`src/rtl/mem_wb_elastic_reg.sv`:
```
// MEM/WB pipeline stage with valid/ready handshake and a 2-entry skid buffer.
// Define MEM_WB_FWD_EN to add the EX-stage forwarding outputs (fwd_*).
module mem_wb_elastic_reg #(
  parameter int DATA_W            = 32,
  parameter int REG_ADDR_W        = 5,
  parameter int ZERO_REG_SUPPRESS = 1
) (
  input  logic                  clk,
  input  logic                  rst,
  input  logic                  flush,
  input  logic                  in_valid,
  output logic                  in_ready,
  input  logic                  reg_write,
  input  logic                  mem_to_reg,
  input  logic [DATA_W-1:0]     alu_result,
  input  logic [DATA_W-1:0]     read_data,
  input  logic [REG_ADDR_W-1:0] write_reg,
  output logic                  out_valid,
  input  logic                  out_ready,
  output logic                  reg_write_out,
  output logic                  mem_to_reg_out,
  output logic [DATA_W-1:0]     read_data_out,
  output logic [DATA_W-1:0]     alu_res_out,
  output logic [REG_ADDR_W-1:0] write_reg_out,
  output logic [DATA_W-1:0]     wb_data_out
`ifdef MEM_WB_FWD_EN
  ,
  output logic                  fwd_valid,
  output logic [REG_ADDR_W-1:0] fwd_reg,
  output logic [DATA_W-1:0]     fwd_data
`endif
);

  typedef struct packed {
    logic                  rw;
    logic                  m2r;
    logic [DATA_W-1:0]     alu;
    logic [DATA_W-1:0]     rd;
    logic [REG_ADDR_W-1:0] wr;
  } ent_t;

  ent_t m_q, m_d, s_q, s_d, in_e;
  logic mv_q, mv_d, sv_q, sv_d;
  logic accept, consume;

  // Writes to r0 are dropped at capture so they never reach the register file.
  always_comb begin
    in_e.rw  = reg_write;
    in_e.m2r = mem_to_reg;
    in_e.alu = alu_result;
    in_e.rd  = read_data;
    in_e.wr  = write_reg;
    if (ZERO_REG_SUPPRESS != 0 && write_reg == '0)
      in_e.rw = 1'b0;
  end

  assign in_ready = !sv_q;
  assign out_valid = mv_q;
  assign accept = in_valid & in_ready;
  assign consume = out_valid & out_ready;

  always_comb begin
    m_d  = m_q;
    s_d  = s_q;
    mv_d = mv_q;
    sv_d = sv_q;
    if (flush) begin
      mv_d = 1'b0;
      sv_d = 1'b0;
    end else if (!mv_q) begin
      if (accept) begin
        m_d  = in_e;
        mv_d = 1'b1;
      end
    end else if (!sv_q) begin
      if (consume) begin
        if (accept) m_d = in_e;
        else mv_d = 1'b0;
      end else if (accept) begin
        s_d  = in_e;
        sv_d = 1'b1;
      end
    end else if (consume) begin
      m_d  = s_q;
      sv_d = 1'b0;
    end
  end

  always_ff @(posedge clk or posedge rst) begin
    if (rst) begin
      m_q  <= '0;
      s_q  <= '0;
      mv_q <= 1'b0;
      sv_q <= 1'b0;
    end else begin
      m_q  <= m_d;
      s_q  <= s_d;
      mv_q <= mv_d;
      sv_q <= sv_d;
    end
  end

  assign reg_write_out  = m_q.rw & mv_q;
  assign mem_to_reg_out = m_q.m2r;
  assign read_data_out  = m_q.rd;
  assign alu_res_out    = m_q.alu;
  assign write_reg_out  = m_q.wr;
  assign wb_data_out    = m_q.m2r ? m_q.rd : m_q.alu;

`ifdef MEM_WB_FWD_EN
  assign fwd_valid = mv_q & reg_write_out & (m_q.wr != '0);
  assign fwd_reg   = m_q.wr;
  assign fwd_data  = wb_data_out;
`endif

endmodule

```
`config.mk`:
```
export PLATFORM = sky130hd
export DESIGN_NAME = mem_wb_elastic_reg
export DESIGN_NICKNAME = d
export VERILOG_FILES = /design/src/rtl/mem_wb_elastic_reg.sv
export SDC_FILE = /design/constraint.sdc
export NUM_CORES = 1
export LEC_CHECK = 0
export CORE_ASPECT_RATIO = 0.6
export CORE_MARGIN = 5
export CORE_UTILIZATION = 30
export CTS_BUF_LIST = sky130_fd_sc_hd__clkbuf_16
export DETAILED_ROUTE_END_ITERATION = 10
export GPL_TIMING_DRIVEN = 0
export HOLD_SLACK_MARGIN = 0.12
export PLACE_DENSITY_LB_ADDON = 0.2
export SLEW_MARGIN = 20
export SYNTH_ARGS = -nofsm -noshare
export SYNTH_HDL_FRONTEND = slang
export SYNTH_SLANG_ARGS = --single-unit
```
`constraint.sdc`:
```
create_clock -name clk -period 5.5 [get_ports clk]
set_clock_uncertainty 0.1 [all_clocks]
set_input_delay 0.55 -clock clk [delete_from_list [all_inputs] [get_ports clk]]
set_output_delay 0.55 -clock clk [all_outputs]
set_load 0.02 [all_outputs]
```
* Yosys cells after proc, flatten, opt, wreduce, memory -nomap -nowiden
Index checks and enable logic that the tools add are counted.
Storage, ports and cells: flip-flop bits (word level) 144, logic and storage cells 41
Cells by class: reduce and logical (&&, ||, !) cells 5, equality and inequality tests 1, multiplexer cells 17, bitwise gates (word level) 6
Operator list (number):
- 71-bit 2-to-1 mux | 5
- 32-bit 2-to-1 mux | 1
- 1-bit 2-to-1 mux | 11
- 5-bit logical NOT | 1
- 5-bit AND reduction | 1
- 1-bit AND | 3
- 1-bit NOT | 3
- 2-bit by 1-bit != test with 1-bit output, second input constant | 1
- 2-bit AND reduction | 1
- 2-bit nonzero test | 1
- 1-bit logical NOT | 1

* Logic depth before layout (Yosys ltp)
depth in word-level cells 7, depth in mapped cells 6, mapped depth without buffers 4

* Least setup slack after synthesis
OpenSTA, ideal clock, no wires.
path type register -> output, from reg m_q (netlist bit mem_to_reg_out), to out wb_data_out[10], required time 4.850 ns, slack 3.400 ns, path buffers 2, data arrival time 1.450 ns, cell stages (with the launch flop) 4, cells stage by stage dfrtp_1 -> clkbuf_1 -> clkbuf_1 -> mux2_2
On the way: word-level cells in the longest chain between the ends 1
RTL lines:
- start: declaration | RTL line 42 | ent_t m_q, m_d, s_q, s_d, in_e;
- start signal: assignment | RTL line 96 | m_q <= m_d;
- 32-bit 2-to-1 mux | RTL line 108 | assign wb_data_out = m_q.m2r ? m_q.rd : m_q.alu;
- end: declaration | RTL line 25 | output logic [DATA_W-1:0] wb_data_out
Every way passes these cells.

* Final worst setup path
from reg m_q (netlist bit mem_to_reg_out), to out wb_data_out[11]
The elaborated chain is that of the path after synthesis.

==> flow_summary.toml <==
[status]
status = "finished, final reports clean"

[logic_synthesis]
synth_warnings = 0
ys_ff_latch = 144
synth_top_cell_area_share = 0.542
syn-cell-area_mm2 = 0.00665
synth_fp_nets = 594
ys_seq_area_frac = 0.542
synth_largest_area_cell = "dfrtp_1"
yosys-top-cells-area = "dfrtp_1 54%, mux2_1 12%, a2bb2oi_1 9.2%, buf_4 8.6%, o22ai_1 6.7%"
synthCells = 518
synth_cell_type_count = 25
avgSynthCellArea_um2 = 12.8

[route]
via_per_inst = 4.84
drtIter0Drc = 208
drc = 0
wl_um = 20100
routed-via-count = 4921
dr.pass1.iters = 4
ant_nets = 0
post_drt_wl_per_cell_um = 19.8

[power]
power.net_switching_mw = 1.13
finalPower_mw = 3.74
pwr-share-clk = 0.275
leakage_nw = 3.92
power.share.combinational = 0.330
seq_power_share = 0.394
swShare = 0.301
power.density_mw_per_mm2 = 399
internal_power_mw = 2.61
ir_drop_mv = 0.222

[clocking]
cts_hold_buf = 0
cts_sinks = 144
clock_path_buffers = 2
clk_latency_ps = 420
cts_root_buf = "clkbuf_16"
clk_pin_slew_ps = 60
htree_levels = 4
post_cts_buffers = 0
cts_tree = "done"
ctsResizeCount = 0
cts_inserted_buffers = 17

[floorplanning]
initial_core_util = 0.304
core-area_mm2 = 0.0219
rows = 42
pin_count = 181
dieArea_mm2 = 0.0253
die_x_um = 202
die_y_um = 125

[placed_design]
dp_hpwl_um = 14700
port_buffers = 180
dpl-instance-area_mm2 = 0.00885
globalplace.congestion = 0.779

[sta]
relSlewSlack = 0.449
finalCriticalPeriod_ps = 3420
max_freq_mhz = 292
finalMaxSlewViolations = 0
rsz0062_at_grt = "no"
hold_slack_ps = 386
finalSetupViolations = 0
fin_crit_sh = 0.623
hold_viol = 0
max_slew.worst_pin.slew_ps = 826

[critical_path]
required_ps = 4850
cp.arrival_ps = 2770
cp_max_fo = 10
startpoint_type = "flop"
reg2regPathDepth = 5
critPathCaptureType = "primary output"
path_class = "reg2out"

[finish]
multi_input_area_mm2 = 0.00232
fin_nets = 794
synthToLayoutAreaGrowth_pct = 40.7
fillCellCount = 2045
drive_gt1_frac = 0.195
fin_area_mm2 = 0.00936
n_antenna_cell = 0
fin_util = 0.427
seq_area_mm2 = 0.00360

[run]
maxCapViolations = 0

[global_routing]
grt_antenna_before_repair = 2
use_met3 = 0.0582
grt_use_met2 = 0.235
use_met1 = 0.227
overflow = 0
grt.total_usage = 0.160
grt_max_degree = 78
grt_pass1_vias = 5254
gr-max-usage-layer = "met2"
grt_pass1_wl_um = 31400

[min_path]
min_path_cells = 1
hold_class = "reg2reg"
## area by class of cell
| class | instances | area share |
|---|---|---|
| plain buffers | 111 | 0.0763 |
| inverters | 4 | 0.00241 |
| multi-input cells | 259 | 0.248 |
| well taps | 286 | 0.0382 |
| clock inverters | 14 | 0.00923 |
| clock buffers | 17 | 0.0455 |
| repair buffers | 181 | 0.195 |
| flip-flops and latches | 144 | 0.385 |
## layout by cell type (no fill, tap or decap), types with 2 or more instances in the layout
cell type / n
clkdlybuf4s50_1: 180
clkbuf_16: 17
o22ai_1: 71
mux2_1: 73
a21oi_1: 2
buf_1: 7
buf_2: 10
mux2_2: 29
o21ai_1: 2
clkbuf_1: 18
clkinv_2: 3
dfrtp_1: 144
inv_1: 6
a2bb2oi_1: 70
clkinv_1: 5
buf_4: 76
## final timing paths
check                      slack [ps]                       start                           to
setup reg to reg                 3300         out_valid$_DFF_PP0_  alu_res_out[24]$_DFFE_PP0P_
max in group asynchronous        4060                         rst   alu_res_out[8]$_DFFE_PP0P_
hold / removal                    390         s_q[20]$_DFFE_PP0P_          s_q[20]$_DFFE_PP0P_
min in group asynchronous         470                         rst          s_q[25]$_DFFE_PP0P_
setup / recovery                 2080  mem_to_reg_out$_DFFE_PP0P_              wb_data_out[11]
hold reg to reg                   390         s_q[20]$_DFFE_PP0P_          s_q[20]$_DFFE_PP0P_
## metal layers
layer / up-vias / routed length, um
met3: 18 / 1170
li1: 2286 / -
met1: 2495 / 9920
met4: 4 / 160
met5: - / 25
met2: 118 / 8860
## power by group through the flow
stage               Combinational, mW  Sequential [mW]  Clock [mW]
floorplan                       0.753             1.43           0
global placement                 1.23             1.48           0
detailed placement               1.25             1.49           0
CTS                              1.25             1.47        1.06
global route                     1.32             1.51        1.11
finish                           1.23             1.47        1.03
## Yosys cell counts, drive strengths merged
cell and number:
a211oi 1, a21boi 1, a21oi 3, a2bb2oi 70, and2 1, buf 93, clkbuf 18, dfrtp 144
inv 4, mux2 102, nand2 1, nand2b 1, nor3 1, nor4b 1, o211ai 1, o21a 1
o21ai 3, o22ai 71, or4 1
## worst max-delay path, cell delays in order, from the launching register on
cell             delay [ps]
dfrtp_1                 340
clkbuf_1                340
clkbuf_1                670
mux2_2                  430
clkdlybuf4s50_1         560
## stage by stage
stage / instances / worst slack, ps / TNS [ps]
5_1_grt: 1016 / 1900 / 0
2_1_floorplan: 518 / 984 / 0
3_3_place_gp: 984 / -1040 / -148810
4_1_cts: 1016 / 1980 / 0
3_5_place_dp: 985 / 2470 / 0
6_report: 1016 / 2080 / 0
## cell families after synthesis
family	after synthesis	synth area share
AO/OA/AOI/OAI	151	0.170
flip-flops	144	0.542
buffers and inverters	115	0.110
multiplexers	102	0.173
AND/OR/NAND/NOR	6	0.00564
## state kept, by name, summed over array words and instances (netlist names)
signal	count
alu_res_out	32
m_q	1
mem_to_reg_out	1
out_valid	1
read_data_out	32
s_q	71
sv_q	1
write_reg_out	5
(Power assumes the default switching activity.)
